### src/rtl/uart_pkg.sv
// -----------------------------------------------------------------------------
// uart_pkg
// Shared definitions for the UART peripheral register front-end:
//   - byte offsets of the registers inside the 16-byte window
//   - CTRL and STATUS bit positions
//   - default reset value of the baud divisor
// -----------------------------------------------------------------------------
package uart_pkg;

  // Register byte offsets inside the decoded window
  localparam logic [3:0] OFF_CTRL   = 4'h0;
  localparam logic [3:0] OFF_STATUS = 4'h2;
  localparam logic [3:0] OFF_BAUD   = 4'h4;
  localparam logic [3:0] OFF_TXDATA = 4'h6;
  localparam logic [3:0] OFF_RXDATA = 4'h8;

  // CTRL bit positions
  localparam int CTRL_EN   = 0;
  localparam int CTRL_RXIE = 1;
  localparam int CTRL_TXIE = 2;

  // STATUS bit positions
  localparam int ST_RX_AVAIL = 0;
  localparam int ST_TX_BUSY  = 1;
  localparam int ST_TX_PEND  = 2;
  localparam int ST_RX_OVF   = 3;
  localparam int ST_RX_LVL   = 4;  // bits 6:4

  // Baud divisor after reset
  localparam logic [15:0] BAUD_RST_DEF = 16'd5208;

  typedef struct packed {
    logic txie;
    logic rxie;
    logic en;
  } ctrl_t;

endpackage

### src/rtl/uart_rx_fifo.sv
// -----------------------------------------------------------------------------
// uart_rx_fifo
// Small circular receive queue of DEPTH bytes (DEPTH <= 7).
// Ports:
//   clk, rst   : clock, asynchronous active-high reset
//   i_push     : store i_din; accepted when not full, or when full and a pop
//                happens in the same cycle
//   i_din      : byte to store
//   i_pop      : drop the head entry (ignored when empty)
//   o_dout     : head entry, 0 when empty
//   o_full     : DEPTH entries held
//   o_empty    : no entries held
//   o_level    : number of entries held
// -----------------------------------------------------------------------------
module uart_rx_fifo #(
  parameter int DEPTH  = 4,
  parameter int DATA_W = 8
) (
  input  logic              clk,
  input  logic              rst,
  input  logic              i_push,
  input  logic [DATA_W-1:0] i_din,
  input  logic              i_pop,
  output logic [DATA_W-1:0] o_dout,
  output logic              o_full,
  output logic              o_empty,
  output logic [2:0]        o_level
);

  localparam int PW = (DEPTH > 1) ? $clog2(DEPTH) : 1;

  logic [DATA_W-1:0] r_mem [DEPTH];
  logic [PW-1:0]     r_wptr;
  logic [PW-1:0]     r_rptr;
  logic [2:0]        r_cnt;
  logic              w_push;
  logic              w_pop;

  // Wraps at DEPTH so non-power-of-two depths (including 1) stay in range
  function automatic logic [PW-1:0] next_ptr(input logic [PW-1:0] p);
    if (p == PW'(DEPTH - 1)) return '0;
    else                     return p + 1'b1;
  endfunction

  assign o_full  = (r_cnt == 3'(DEPTH));
  assign o_empty = (r_cnt == 3'd0);
  assign o_level = r_cnt;

  assign w_pop  = i_pop & ~o_empty;
  // When full, a simultaneous pop frees the slot the push writes into
  assign w_push = i_push & (~o_full | w_pop);

  assign o_dout = o_empty ? '0 : r_mem[r_rptr];

  always_ff @(posedge clk) begin
    if (w_push) r_mem[r_wptr] <= i_din;
  end

  always_ff @(posedge clk or posedge rst) begin
    if (rst) begin
      r_wptr <= '0;
      r_rptr <= '0;
      r_cnt  <= '0;
    end else begin
      if (w_push) r_wptr <= next_ptr(r_wptr);
      if (w_pop)  r_rptr <= next_ptr(r_rptr);
      case ({w_push, w_pop})
        2'b10:   r_cnt <= r_cnt + 3'd1;
        2'b01:   r_cnt <= r_cnt - 3'd1;
        default: r_cnt <= r_cnt;
      endcase
    end
  end

endmodule

### src/rtl/uart_per_regs.sv
// -----------------------------------------------------------------------------
// uart_per_regs
// Memory-mapped register front-end between the openMSP430 peripheral bus and
// the UART core. Decodes a 16-byte window holding CTRL, STATUS, BAUD, TXDATA
// and RXDATA; buffers one transmit byte; queues received bytes; drives a level
// interrupt.
//
// Build option:
//   UART_RX_FIFO_EN  defined   -> 4-entry receive FIFO
//                    undefined -> single receive holding register
//
// Ports:
//   mclk, puc_rst      : clock, asynchronous active-high reset
//   per_addr/per_din   : peripheral word address / write data
//   per_en/per_we      : access enable / byte write enables
//   per_dout           : read data, 0 when not selected
//   tx_data/tx_start   : byte and one-cycle launch pulse to the transmitter
//   tx_busy            : transmitter busy
//   rx_data/rx_valid   : received byte and its one-cycle valid pulse
//   baud_div           : divisor to the speed-select instances
//   irq                : level interrupt
// -----------------------------------------------------------------------------
module uart_per_regs
  import uart_pkg::*;
#(
  parameter logic [14:0] BASE_ADDR = 15'h0080,
  parameter int          DEC_WD    = 4,
  parameter logic [15:0] BAUD_RST  = BAUD_RST_DEF
) (
  input  logic        mclk,
  input  logic        puc_rst,
  input  logic [13:0] per_addr,
  input  logic [15:0] per_din,
  input  logic        per_en,
  input  logic [1:0]  per_we,
  output logic [15:0] per_dout,
  output logic [7:0]  tx_data,
  output logic        tx_start,
  input  logic        tx_busy,
  input  logic [7:0]  rx_data,
  input  logic        rx_valid,
  output logic [15:0] baud_div,
  output logic        irq
);

`ifdef UART_RX_FIFO_EN
  localparam int RX_DEPTH = 4;
`else
  localparam int RX_DEPTH = 1;
`endif

  ctrl_t       r_ctrl;
  logic [15:0] r_baud;
  logic [7:0]  r_tx_hold;
  logic        r_tx_pend;
  logic        r_rx_ovf;

  logic              w_sel;
  logic [DEC_WD-1:0] w_off;
  logic              w_we_lo;
  logic              w_we_hi;
  logic              w_rd;
  logic              w_tx_load;
  logic              w_launch;
  logic              w_rx_push;
  logic              w_rx_pop;
  logic              w_rx_full;
  logic              w_rx_empty;
  logic [2:0]        w_rx_level;
  logic [7:0]        w_rx_dout;
  logic              w_ovf_set;
  logic              w_ovf_clr;
  logic [15:0]       w_status;
  logic [15:0]       w_rdata;

  // Address decode
  assign w_sel   = per_en & (per_addr[13:DEC_WD-1] == BASE_ADDR[14:DEC_WD]);
  assign w_off   = {per_addr[DEC_WD-2:0], 1'b0};
  assign w_we_lo = w_sel & per_we[0];
  assign w_we_hi = w_sel & per_we[1];
  assign w_rd    = w_sel & (per_we == 2'b00);

  // Transmit path: a load is only accepted while nothing is pending, so it
  // can never coincide with a launch
  assign w_tx_load = w_we_lo & (w_off == DEC_WD'(OFF_TXDATA)) & ~r_tx_pend;
  assign w_launch  = r_ctrl.en & r_tx_pend & ~tx_busy;
  assign tx_start  = w_launch;
  assign tx_data   = r_tx_hold;

  // Receive path
  assign w_rx_push = r_ctrl.en & rx_valid;
  assign w_rx_pop  = w_rd & (w_off == DEC_WD'(OFF_RXDATA)) & ~w_rx_empty;
  // A pop in the same cycle makes room, so overflow only when nothing leaves
  assign w_ovf_set = w_rx_push & w_rx_full & ~w_rx_pop;
  assign w_ovf_clr = w_we_lo & (w_off == DEC_WD'(OFF_STATUS)) & per_din[ST_RX_OVF];

  uart_rx_fifo #(
    .DEPTH  (RX_DEPTH),
    .DATA_W (8)
  ) u_rx_fifo (
    .clk     (mclk),
    .rst     (puc_rst),
    .i_push  (w_rx_push),
    .i_din   (rx_data),
    .i_pop   (w_rx_pop),
    .o_dout  (w_rx_dout),
    .o_full  (w_rx_full),
    .o_empty (w_rx_empty),
    .o_level (w_rx_level)
  );

  always_ff @(posedge mclk or posedge puc_rst) begin
    if (puc_rst) begin
      r_ctrl    <= '0;
      r_baud    <= BAUD_RST;
      r_tx_hold <= '0;
      r_tx_pend <= 1'b0;
      r_rx_ovf  <= 1'b0;
    end else begin
      if (w_we_lo && (w_off == DEC_WD'(OFF_CTRL))) begin
        r_ctrl.en   <= per_din[CTRL_EN];
        r_ctrl.rxie <= per_din[CTRL_RXIE];
        r_ctrl.txie <= per_din[CTRL_TXIE];
      end
      if (w_we_lo && (w_off == DEC_WD'(OFF_BAUD))) r_baud[7:0]  <= per_din[7:0];
      if (w_we_hi && (w_off == DEC_WD'(OFF_BAUD))) r_baud[15:8] <= per_din[15:8];
      if (w_tx_load) r_tx_hold <= per_din[7:0];
      if (w_tx_load)     r_tx_pend <= 1'b1;
      else if (w_launch) r_tx_pend <= 1'b0;
      // A new overflow wins over a clear in the same cycle
      if (w_ovf_set)      r_rx_ovf <= 1'b1;
      else if (w_ovf_clr) r_rx_ovf <= 1'b0;
    end
  end

  assign baud_div = r_baud;

  always_comb begin
    w_status                          = '0;
    w_status[ST_RX_AVAIL]             = ~w_rx_empty;
    w_status[ST_TX_BUSY]              = tx_busy | r_tx_pend;
    w_status[ST_TX_PEND]              = r_tx_pend;
    w_status[ST_RX_OVF]               = r_rx_ovf;
    w_status[ST_RX_LVL+2:ST_RX_LVL]   = w_rx_level;
  end

  always_comb begin
    w_rdata = '0;
    case (w_off)
      DEC_WD'(OFF_CTRL):   w_rdata = {13'd0, r_ctrl};
      DEC_WD'(OFF_STATUS): w_rdata = w_status;
      DEC_WD'(OFF_BAUD):   w_rdata = r_baud;
      DEC_WD'(OFF_TXDATA): w_rdata = {8'd0, r_tx_hold};
      DEC_WD'(OFF_RXDATA): w_rdata = {8'd0, w_rx_dout};
      default:             w_rdata = '0;
    endcase
  end

  assign per_dout = w_sel ? w_rdata : 16'd0;

  assign irq = (r_ctrl.rxie & ~w_rx_empty)
             | (r_ctrl.txie & ~r_tx_pend & ~tx_busy)
             | (r_ctrl.rxie & r_rx_ovf);

endmodule

### config.mk
export PLATFORM = sky130hd
export DESIGN_NAME = uart_per_regs
export DESIGN_NICKNAME = d
export VERILOG_FILES = /design/src/rtl/uart_pkg.sv /design/src/rtl/uart_rx_fifo.sv /design/src/rtl/uart_per_regs.sv
export SDC_FILE = /design/constraint.sdc
export NUM_CORES = 1
export LEC_CHECK = 0
export BUFFER_PORTS_ARGS = -buffer_cell sky130_fd_sc_hd__buf_2
export CAP_MARGIN = 20
export CORE_ASPECT_RATIO = 1.1
export CORE_MARGIN = 2
export CORE_UTILIZATION = 43
export DETAILED_ROUTE_END_ITERATION = 10
export MAX_ROUTING_LAYER = met4
export PLACE_DENSITY = 0.76
export SLEW_MARGIN = 30
export SYNTH_ARGS = -nofsm -noshare
export SYNTH_HDL_FRONTEND = slang
export SYNTH_SLANG_ARGS = --single-unit
### constraint.sdc
create_clock -name mclk -period 2.2 [get_ports mclk]
set_input_delay 0.22 -clock mclk [delete_from_list [all_inputs] [get_ports mclk]]
set_output_delay 0.22 -clock mclk [all_outputs]
set_load 0.02 [all_outputs]
==> summary.md, run 1 <==
| Metric | Value |
|---|---|
| Run status | finished with violations |
| Failing checks | negative hold slack |
| Met1 Usage GRT | 23.1% |
| Total wire length | 4.97 mm |
| Met3 usage | 4.07% |
| Share of layout cells above drive strength 1 | 58.8% |
| Max Fclk | 0.468 GHz |
| Buffers added on ports | 86 |
| # hold bufs at CTS | 0 |
| Register area share after synthesis | 50.5% |
| Yosys cell types | 39 |
| Hold_ws | -1.45 ps |
| Worst slew pin tran | 417 ps |
| Met2 Use GR | 33.7% |
| Via/cell ratio | 5.21 |
| Arrival @ worst endpoint | 1920 ps |
| Core area | 4650 sq um |
| DR iter-0 viols | 107 |
| Critical path launch point type | register |
| # fillers | 410 |
| Fin area | 2780 sq um |
| Num rows | 26 |
| FF-to-FF Start | u_rx_fifo.o_level[0] |
| Final hold violation count | 1 |
| Crit share post-route | 97.1% |
| Worst hold-check path type | in2async |
| N_diodes | 0 |
| Routed wire per std cell | 15.4 um |
| CTS H-Tree Depth | 2 |
| Ys async rst share | 80.0% |
| Root Buffer | clkbuf_8 |
| Leakage | 0.00144 uW |
| Power Dens Cells | 517 nW/um^2 |
| CP required | 1980 ps |
| P&R area growth vs syn | 34.2% |
| Vias | 1,683 |
| GRT overflow | 0 |
| Max-slew violation count | 0 |
| Initial antenna violation count | 0 |
| Area of the mapped netlist | 2070 sq um |
| HPWL Detailed | 3.72 mm |
| Post-DRT Antenna Nets | 0 |
| Die width | 70.2 um |
| R2R cell count | 9 |
| Synth warn | 0 |
| Post-synth EDFFs | 8 |
| # setup viols final | 0 |
| Clk buf depth | 2 |
| Post-route DRC | 0 |
| Die area | 5390 sq um |
| GPL Wtd Cong | 0.795 |
| R2R Path End | u_rx_fifo.o_level[2] |
| Setup crit start | u_rx_fifo.o_level[0] |
| GR Util All Layers | 19.6% |
| Crit path to | per_dout[0] |
| Gate Count Post-Synth | 165 |
| Clock Skew | 10.4 ps |
| DP Area | 2610 sq um |
| Reg area | 1050 sq um |
| CTS tree | done |
| Post-synthesis register bit count | 40 |
| Fin cells | 323 |
| Multi-input gate area | 1000 sq um |
| First-pass GRT wire length | 8.09 mm |
| Setup tns final | 0 ps |
| Crit path time final | 2140 ps |
| Layout net count | 316 |
| Largest net degree at the start of global routing | 33 |
| Global route hottest layer | met2 |
| Crit path max fanout | 3 |
| Critical path class | reg2out |
| First drt pass iteration count | 4 |
| Placed cell count | 311 |
| Ports | 87 |
| Clk_lat worst skew | 290 ps |
| Syn Area/Cell | 12.6 sq um |
| Synthesized Nets | 215 |
| Clock-pin slew on the worst setup and hold paths | 80 ps |
| Number of global-route vias before repair | 1,732 |
| Die Ht | 76.8 um |
| CTS buffer count | 5 |
| Starting density of the core | 44.5% |
| Top_reg_cell synth | dfrtp_1 |
| Register-to-register setup slack | 180 ps |
| Worst slew margin | 71.9% |
| RSZ-0062 raised after global routing | true |
| Clock Sinks | 40 |
| Max cap viols | 0 |
| Max VDD drop | 0.289 mV |
| CP Capture Type | primary output |
cells by family after synthesis:
group	count (synthesis)	synth area share [%]
simple gates	49	13.8
compound gates	22	7.19
xor+xnor	3	1.27
fa+ha+maj	5	3.02
flops	40	50.5
buf+inv	10	2.23
mux	36	22.0
worst min-delay path by stage:
stage | cells past startpoint | endpoint | slack (ps)
2_1_floorplan | 0 | u_rx_fifo.r_mem[0][0] | 320
4_1_cts | 3 | baud_div[15] | 10
3_5_place_dp | 3 | r_rx_ovf | 340
6_report | 3 | tx_data[3] | -1
3_3_place_gp | 3 | baud_div[15] | 330
5_1_grt | 3 | tx_data[3] | 60
worst max-delay path, stage by stage, from the launching register on:
cell and delay, ps:
dfrtp_1 390, inv_2 90, ha_4 150, nand2b_4 50, buf_6 120, mux4_2 450
a22oi_2 150, nor2_1 60, buf_4 170
layout make-up:
| cell class | count | share of cell area (%) |
|---|---|---|
| inverters | 5 | 0.675 |
| well taps | 56 | 2.52 |
| clock inverters | 3 | 1.35 |
| clock buffers | 5 | 2.47 |
| multi-input cells | 115 | 36.1 |
| flip-flops and latches | 40 | 37.7 |
| repair buffers | 99 | 19.2 |
synthesized netlist by cell type (2+ instances only):
master / count / share of area [%]
dfrtp_1: 27 / 33
mux2_2: 24 / 13
nand2_1: 14 / 2.5
nor2_1: 10 / 1.8
and2_1: 8 / 2.4
edfxtp_1: 8 / 12
mux2_4: 8 / 5.8
o21ai_0: 6 / 1.4
a21oi_1: 5 / 1.2
dfstp_2: 5 / 6.3
ha_1: 5 / 3.0
a22o_1: 4 / 1.7
a22oi_1: 4 / 1.4
inv_1: 4 / 0.72
nor2b_1: 3 / 0.91
clkbuf_1: 2 / 0.36
mux2i_1: 2 / 0.97
mux4_2: 2 / 2.2
nand3_1: 2 / 0.48
nor4_1: 2 / 0.60
xnor2_1: 2 / 0.85
per-layer routing:
layer,vias up,routed length [um]
li1,801,-
met1,809,1990
met2,65,2620
met3,8,282
met4,0,82
met5,-,0
registers in the layout (all words and copies together), names as in the netlist:
register / cells
r_rx_ovf: 1
tx_data: 8
u_rx_fifo.r_mem: 8
r_ctrl: 3
u_rx_fifo.o_level: 3
r_tx_pend: 1
baud_div: 16
through the flow:
stage / power (uW) / setup WS (ps) / util, % / hold slack [ps]
after floorplan: 806 / 169 / - / 319
after CTS: 1450 / 23.0 / 58.4 / 12.9
after detailed placement: 870 / 88.3 / 56.2 / 337
after global placement: 868 / 150 / 56.2 / 328
final: 1440 / 62.9 / 59.8 / -1.45
after global routing: 1490 / -17.2 / 59.8 / 62.5
timing repair:
action | in CTS | in global routing
gates resized for setup | 0 | 9
buffers inserted | 0 | 4
hold endpoints to repair | 0 | 0
endpoints found under the setup margin | 0 | 9
report_power, final:
part           switching, uW  internal, uW  leakage, uW  total, uW
sequential              1.71           757     0.000498        759
combinational           53.0          44.0     0.000887       97.0
clock                    252           330    0.0000532        583
total                    307          1130      0.00144       1440
layout by cell type (no fill, tap or decap), types with 2 or more instances in the layout:
cell type,instances
buf_2,85
dfrtp_1,27
mux2_2,24
nand2_1,14
buf_4,13
nor2_1,10
mux2_4,8
and2_1,8
edfxtp_1,8
o21ai_0,6
a21oi_1,5
dfstp_2,5
clkbuf_8,5
a22o_1,4
ha_1,4
clkinv_1,3
nor2b_1,3
a22oi_1,3
mux2i_1,2
nand3_1,2
inv_1,2
nor4_1,2
inv_2,2
mux4_2,2
xnor2_1,2
Note: power is estimated with default switching activity, not from simulation.
==> run 2, diff against run 1 <==
Settings changed: GPL_TIMING_DRIVEN set to 0, RECOVER_POWER set to 50.
==> summary.md, run 2 (synthesized netlist as in run 1, its figures left out) <==
| Metric | Value |
|---|---|
| Run status | completed |
| GR Util All Layers | 19.6% (-0.092 points) |
| Die area | 5390 sq um (unchanged) |
| # setup viols final | 0 (unchanged) |
| Layout net count | 310 (-1.9%) |
| P&R area growth vs syn | 31.6% |
| # fillers | 396 (-3.4%) |
| Clk_lat worst skew | 290 ps (about the same) |
| First drt pass iteration count | 4 (unchanged) |
| # hold bufs at CTS | 0 (unchanged) |
| Post-DRT Antenna Nets | 0 (unchanged) |
| Worst hold-check path type | in2reg |
| Clock network fraction of total power | 41.5% (+1.0 points) |
| Critical path launch point type | register |
| Clock Sinks | 40 (unchanged) |
| CP max-delay cell | dfrtp_2 |
| Die Ht | 76.8 um (unchanged) |
| RSZ-0062 raised after global routing | false |
| Arrival @ worst endpoint | 1920 ps (about the same) |
| Vias | 1,671 (-0.71%) |
| GPL Wtd Cong | 0.813 (+2.3%) |
| Number of global-route vias before repair | 1,746 (+0.81%) |
| Core Util, Final | 58.6% (-1.2 points) |
| Most frequent cells in the layout | buf_2, dfrtp_1, mux2_2 |
| Core area | 4650 sq um (unchanged) |
| DR iter-0 viols | 57 (-47%) |
| Starting density of the core | 44.5% (unchanged) |
| Max Fclk | 0.468 GHz (about the same) |
| Fin cells | 317 (-1.9%) |
| Crit path max-delay family | flip-flops |
| Clock-pin slew on the worst setup and hold paths | 80 ps (about the same) |
| Max-slew violation count | 0 (unchanged) |
| Share of layout cells above drive strength 1 | 51.3% (-7.5 points) |
| Via/cell ratio | 5.27 (+1.2%) |
| CTS tree | done |
| Sw power | 321 uW (+4.7%) |
| Seq pwr share | 52.2% (-0.6 points) |
| Die width | 70.2 um (unchanged) |
| Leakage | 0.00132 uW (-8.5%) |
| CTS H-Tree Depth | 2 (unchanged) |
| Placed cell count | 307 (-1.3%) |
| Slowest stage delay, CP | 460 ps (about the same) |
| Crit path time final | 2140 ps (-1.63 ps) |
| Power Dens Cells | 534 nW/um^2 (+3.2%) |
| Logic pwr share | 6.3% (-0.4 points) |
| Worst slew pin tran | 1240 ps (+820 ps) |
| Largest register FFs | 16 (unchanged) |
| CP required | 1980 ps (about the same) |
| Max cap viols | 0 (unchanged) |
| Post-route DRC | 0 (unchanged) |
| Largest net degree at the start of global routing | 33 (unchanged) |
| Worst slew margin | 17.5% (-54 points) |
| Crit-path cells | inv_2 > ha_2 > nand2b_4 > mux4_2 > a22oi_2 > nor2_1 > buf_4 |
| CP Capture Type | primary output |
| CTS buffer count | 5 (unchanged) |
| WP buf/inv | 2 (-1) |
| Buffers added on ports | 86 (unchanged) |
| N_diodes | 0 (unchanged) |
| Most common cell after layout, fill and taps aside | buf_2 |
| Clk buf depth | 2 (unchanged) |
| Fin area | 2730 sq um (-2.0%) |
| Root Buffer | clkbuf_8 |
| Final hold violation count | 0 (-1) |
| GRT overflow | 0 (unchanged) |
| Ports | 87 (unchanged) |
| Max VDD drop | 0.224 mV (-22%) |
| Clock Skew | 5.12 ps (-5.32 ps) |
| Initial antenna violation count | 0 (unchanged) |
| Crit share post-route | 97.1% (about the same) |
| DP Area | 2570 sq um (-1.5%) |
| Cell Int Power | 1130 uW (+0.16%) |
| First-pass GRT wire length | 8.07 mm (-0.16%) |
| Sw Ratio | 22.1% (+0.75 points) |
| Num rows | 26 (unchanged) |
| Crit path max fanout | 5 (+2) |
| Total wire length | 4.83 mm (-2.8%) |
| Critical path class | reg2out |
| Routed wire per std cell | 15.2 um (-0.98%) |
| HPWL Detailed | 3.57 mm (-4.0%) |
-- run 2: power by group through the flow --
stage	logic [uW]	registers [uW]	clock network [uW]
finish	92.3	759	603
global route	104	759	639
CTS	93.1	759	611
detailed placement	92.3	774	0
global placement	90.0	773	0
floorplan	32.8	773	0
-- run 2: timing repair --
| action | in CTS | in global routing |
|---|---|---|
| endpoints found under the setup margin | 18 | 18 |
| gates resized for setup | 3 | 9 |
| setup buffers | 0 | 4 |
-- run 2: cell type report --
class	instances	area, sq um	area share (%)
flip-flops and latches	40	1050	38.5
multi-input cells	115	1020	37.4
repair buffers	90	437	16.0
well taps	56	70.1	2.57
clock buffers	5	68.8	2.52
clock inverters	3	42.5	1.56
plain buffers	3	20.0	0.734
inverters	5	18.8	0.688
-- run 2: layer usage --
layer / GRT usage (%) / vias up / part of all wire [%]
li1: - / 785 / -
met1: 22.4 / 805 / 40
met2: 33.2 / 69 / 51
met3: 4.34 / 12 / 6.1
met4: 7.69 / 0 / 3.1
met5: - / - / 0
-- run 2: worst reg2reg max path, stage by stage, from the launching register on --
cell and delay (ps):
dfrtp_2 430, inv_2 60, ha_2 200, nand2b_4 80
nand3_2 100, o41ai_4 260, nand3_1 120, ha_1 360
nor2_1 150, xor2_1 160
-- run 2: worst paths after layout --
| path | startpoint | end | slack, ps | depth (start not counted) |
|---|---|---|---|---|
| min in group asynchronous | puc_rst | tx_data[6] | 250 | 2 |
| worst max register to register | u_rx_fifo.o_level[0] | u_rx_fifo.o_level[2] | 200 | 9 |
| worst min-delay path | rx_data[6] | u_rx_fifo.r_mem[0][6] | 100 | 1 |
| worst min register to register | baud_div[9] | baud_div[9] | 520 | 1 |
| worst max-delay path | u_rx_fifo.o_level[0] | per_dout[0] | 60 | 7 |
| max in group asynchronous | puc_rst | u_rx_fifo.o_level[0] | 1140 | 2 |
-- run 2: per-stage QoR --
stage	hold slack [ps]	setup slack [ps]	power, uW	TNS [ps]
finish	95.1	64.5	1450	0
global placement	399	-179	864	-1470
floorplan	319	169	806	0
CTS	60.4	7.08	1460	0
detailed placement	377	-210	866	-1790
global route	92.0	1.99	1500	0
==> run 3, diff against run 2 <==
Settings changed: CORE_UTILIZATION 43 to 45, CTS_BUF_LIST set to sky130_fd_sc_hd__clkbuf_2 sky130_fd_sc_hd__clkbuf_4 sky130_fd_sc_hd__clkbuf_8, PLACE_DENSITY 0.76 to 0.79.
==> summary.md, run 3 (synthesized netlist as in run 1, its figures left out) <==
| Metric | Value |
|---|---|
| Run status | completed |
| Clock-pin slew on the worst setup and hold paths | 80 ps (about the same) |
| P&R area growth vs syn | 31.7% (about the same) |
| Critical path class | reg2out |
| Crit path max-delay family | multiplexers |
| First drt pass iteration count | 4 (unchanged) |
| Crit path max fanout | 4 (-1) |
| Hold Path Stages | 1 (unchanged) |
| R2R cell count | 10 (+1) |
| Initial antenna violation count | 0 (unchanged) |
| Core area | 4380 sq um (-5.9%) |
| FF-to-FF Start | u_rx_fifo.o_level[1] |
| Worst slew pin tran | 1220 ps (-19.0 ps) |
| Top sig layer | met4 |
| GR Util All Layers | 20.1% (+0.50 points) |
| Placed cell count | 305 (-0.65%) |
| Sw power | 307 uW (-4.6%) |
| Clk buf depth | 2 (unchanged) |
| Starting density of the core | 47.3% (+2.8 points) |
| R2R Path End | u_rx_fifo.o_level[2] |
| M1 WL | 1.94 mm (-0.36%) |
| Largest register FFs | 16 (unchanged) |
| Critical path launch point type | register |
| CTS H-Tree Depth | 2 (unchanged) |
| Post-DRT Antenna Nets | 0 (unchanged) |
| Cell Int Power | 1150 uW (+1.2%) |
| Final hold violation count | 0 (unchanged) |
| Share of layout cells above drive strength 1 | 51.7% (+0.37 points) |
| Arrival @ worst endpoint | 1920 ps (about the same) |
| Clock network fraction of total power | 41.3% (-0.2 points) |
| CP required | 1980 ps (about the same) |
| Buffers added on ports | 86 (unchanged) |
| Worst hold-check path type | in2reg |
| Total wire length | 4.92 mm (+1.9%) |
| DR iter-0 viols | 100 (+75%) |
| Most common cell after layout, fill and taps aside | buf_2 |
| Endpoint, Worst Hold | u_rx_fifo.r_mem[0][0] |
| CP max-delay cell | mux4_2 |
| Die width | 68.7 um (-2.1%) |
| WL met3 | 362 um (+24%) |
| HPWL Detailed | 3.63 mm (+1.7%) |
| Routed wire per std cell | 15.5 um (+1.9%) |
| GPL Wtd Cong | 0.800 (-1.6%) |
| WP buf/inv | 2 (unchanged) |
| Clk_lat worst skew | 290 ps (about the same) |
| Fin cells | 317 (unchanged) |
| Clock Skew | 8.59 ps (+3.47 ps) |
| GRT overflow | 0 (unchanged) |
| Clock Sinks | 40 (unchanged) |
| Num rows | 25 (-3.8%) |
| Number of global-route vias before repair | 1,604 (-8.1%) |
| Max Fclk | 0.467 GHz (-0.36%) |
| Slowest stage delay, CP | 490 ps (+30 ps) |
| Seq pwr share | 52.2% (about the same) |
| # fillers | 348 (-12%) |
| # setup viols final | 0 (unchanged) |
| Max cap viols | 0 (unchanged) |
| Register-to-register setup slack | 120 ps (-80 ps) |
| Crit-path cells | inv_2 > ha_1 > nand2b_1 > mux4_2 > a22oi_2 > nor2_1 > buf_4 |
| Post-route DRC | 0 (unchanged) |
| Core Util, Final | 62.3% (+3.7 points) |
| CTS buffer count | 5 (unchanged) |
| Root Buffer | clkbuf_8 |
| WL met2 | 2.58 mm (+5.7%) |
| Hold_ws | 104 ps (+8.71 ps) |
| Worst slew margin | 18.8% (+1.3 points) |
| Die area | 5160 sq um (-4.2%) |
| Leakage | 0.00133 uW (+0.95%) |
| Most frequent cells in the layout | buf_2, dfrtp_1, mux2_2 |
| Logic pwr share | 6.4% (about the same) |
| HP Start | rx_data[0] |
| CTS tree | done |
| Crit share post-route | 97.4% (+0.35 points) |
| N_diodes | 0 (unchanged) |
| Max-slew violation count | 0 (unchanged) |
| Vias | 1,706 (+2.1%) |
| Via/cell ratio | 5.38 (+2.1%) |
| Layout net count | 312 (+0.65%) |
| Largest net degree at the start of global routing | 33 (unchanged) |
| First-pass GRT wire length | 7.41 mm (-8.2%) |
| Ports | 87 (unchanged) |
| Die Ht | 75.2 um (-2.1%) |
| Setup tns final | 0 ps (unchanged) |
| CP Capture Type | primary output |
| Sw Ratio | 21.1% (-0.99 points) |
| Power Dens Cells | 533 nW/um^2 (-0.19%) |
| Crit path time final | 2140 ps (+7.77 ps) |
| Max VDD drop | 0.313 mV (+40%) |
[run 3: how the worst max path moves through the flow]
stage | slack [ps] | to | cells after the start | start
2_1_floorplan | 170 | u_rx_fifo.r_mem[0][0] | 6 | u_rx_fifo.o_level[0]
5_1_grt | -30 | u_rx_fifo.o_level[2] | 10 | u_rx_fifo.o_level[1]
4_1_cts | 20 | per_dout[0] | 7 | u_rx_fifo.o_level[1]
6_report | 60 | per_dout[0] | 7 | u_rx_fifo.o_level[1]
3_5_place_dp | -210 | u_rx_fifo.r_mem[0][7] | 6 | u_rx_fifo.o_level[0]
3_3_place_gp | -180 | u_rx_fifo.r_mem[0][1] | 6 | u_rx_fifo.o_level[0]
[run 3: worst register-to-register path, delay by kind of cell, from the launching register on]
| family | cells | cell delay (ps) |
|---|---|---|
| multiplexers | 1 | 160 |
| buffers and inverters | 1 | 70 |
| AND/OR/NAND/NOR | 4 | 500 |
| adder cells (fa/ha/maj) | 2 | 400 |
| AO/OA/AOI/OAI | 1 | 280 |
| XOR/XNOR | 1 | 140 |
| flip-flops | 1 | 430 |
[run 3: metrics by stage]
| step | setup WS [ps] | total power (uW) | instance area [sq um] |
|---|---|---|---|
| after floorplan | 169 | 806 | 2070 |
| after global placement | -185 | 863 | 2570 |
| after detailed placement | -207 | 866 | 2570 |
| after CTS | 21.8 | 1470 | 2690 |
| after global routing | -32.2 | 1500 | 2730 |
| final | 56.7 | 1450 | 2730 |
[run 3: cell type report]
| class | instances | area, sq um | area share, % |
|---|---|---|---|
| flip-flops and latches | 40 | 1050 | 38.4 |
| multi-input cells | 115 | 1010 | 37.1 |
| repair buffers | 91 | 445 | 16.3 |
| clock buffers | 6 | 76.3 | 2.80 |
| well taps | 54 | 67.6 | 2.48 |
| clock inverters | 2 | 35.0 | 1.28 |
| plain buffers | 4 | 23.8 | 0.871 |
| inverters | 5 | 18.8 | 0.688 |
[run 3: routing by layer]
metal | global-route usage [%] | vias up
met5 | - | -
met4 | 5.01 | 0
met3 | 4.04 | 5
met2 | 34.4 | 82
met1 | 24.1 | 829
li1 | - | 790
[run 3: power by group through the flow]
stage | Combinational (uW) | Clock, uW | Sequential, uW
global route | 103 | 642 | 759
floorplan | 32.8 | 0 | 773
finish | 93.6 | 601 | 759
CTS | 93.0 | 614 | 759
global placement | 89.6 | 0 | 773
detailed placement | 92.2 | 0 | 773
[run 3: what timing repair did]
item / CTS / global route
hold buffers: 0 / 0
setup endpoints to repair: 17 / 17
gates resized for setup: 3 / 8
buffers inserted: 0 / 5
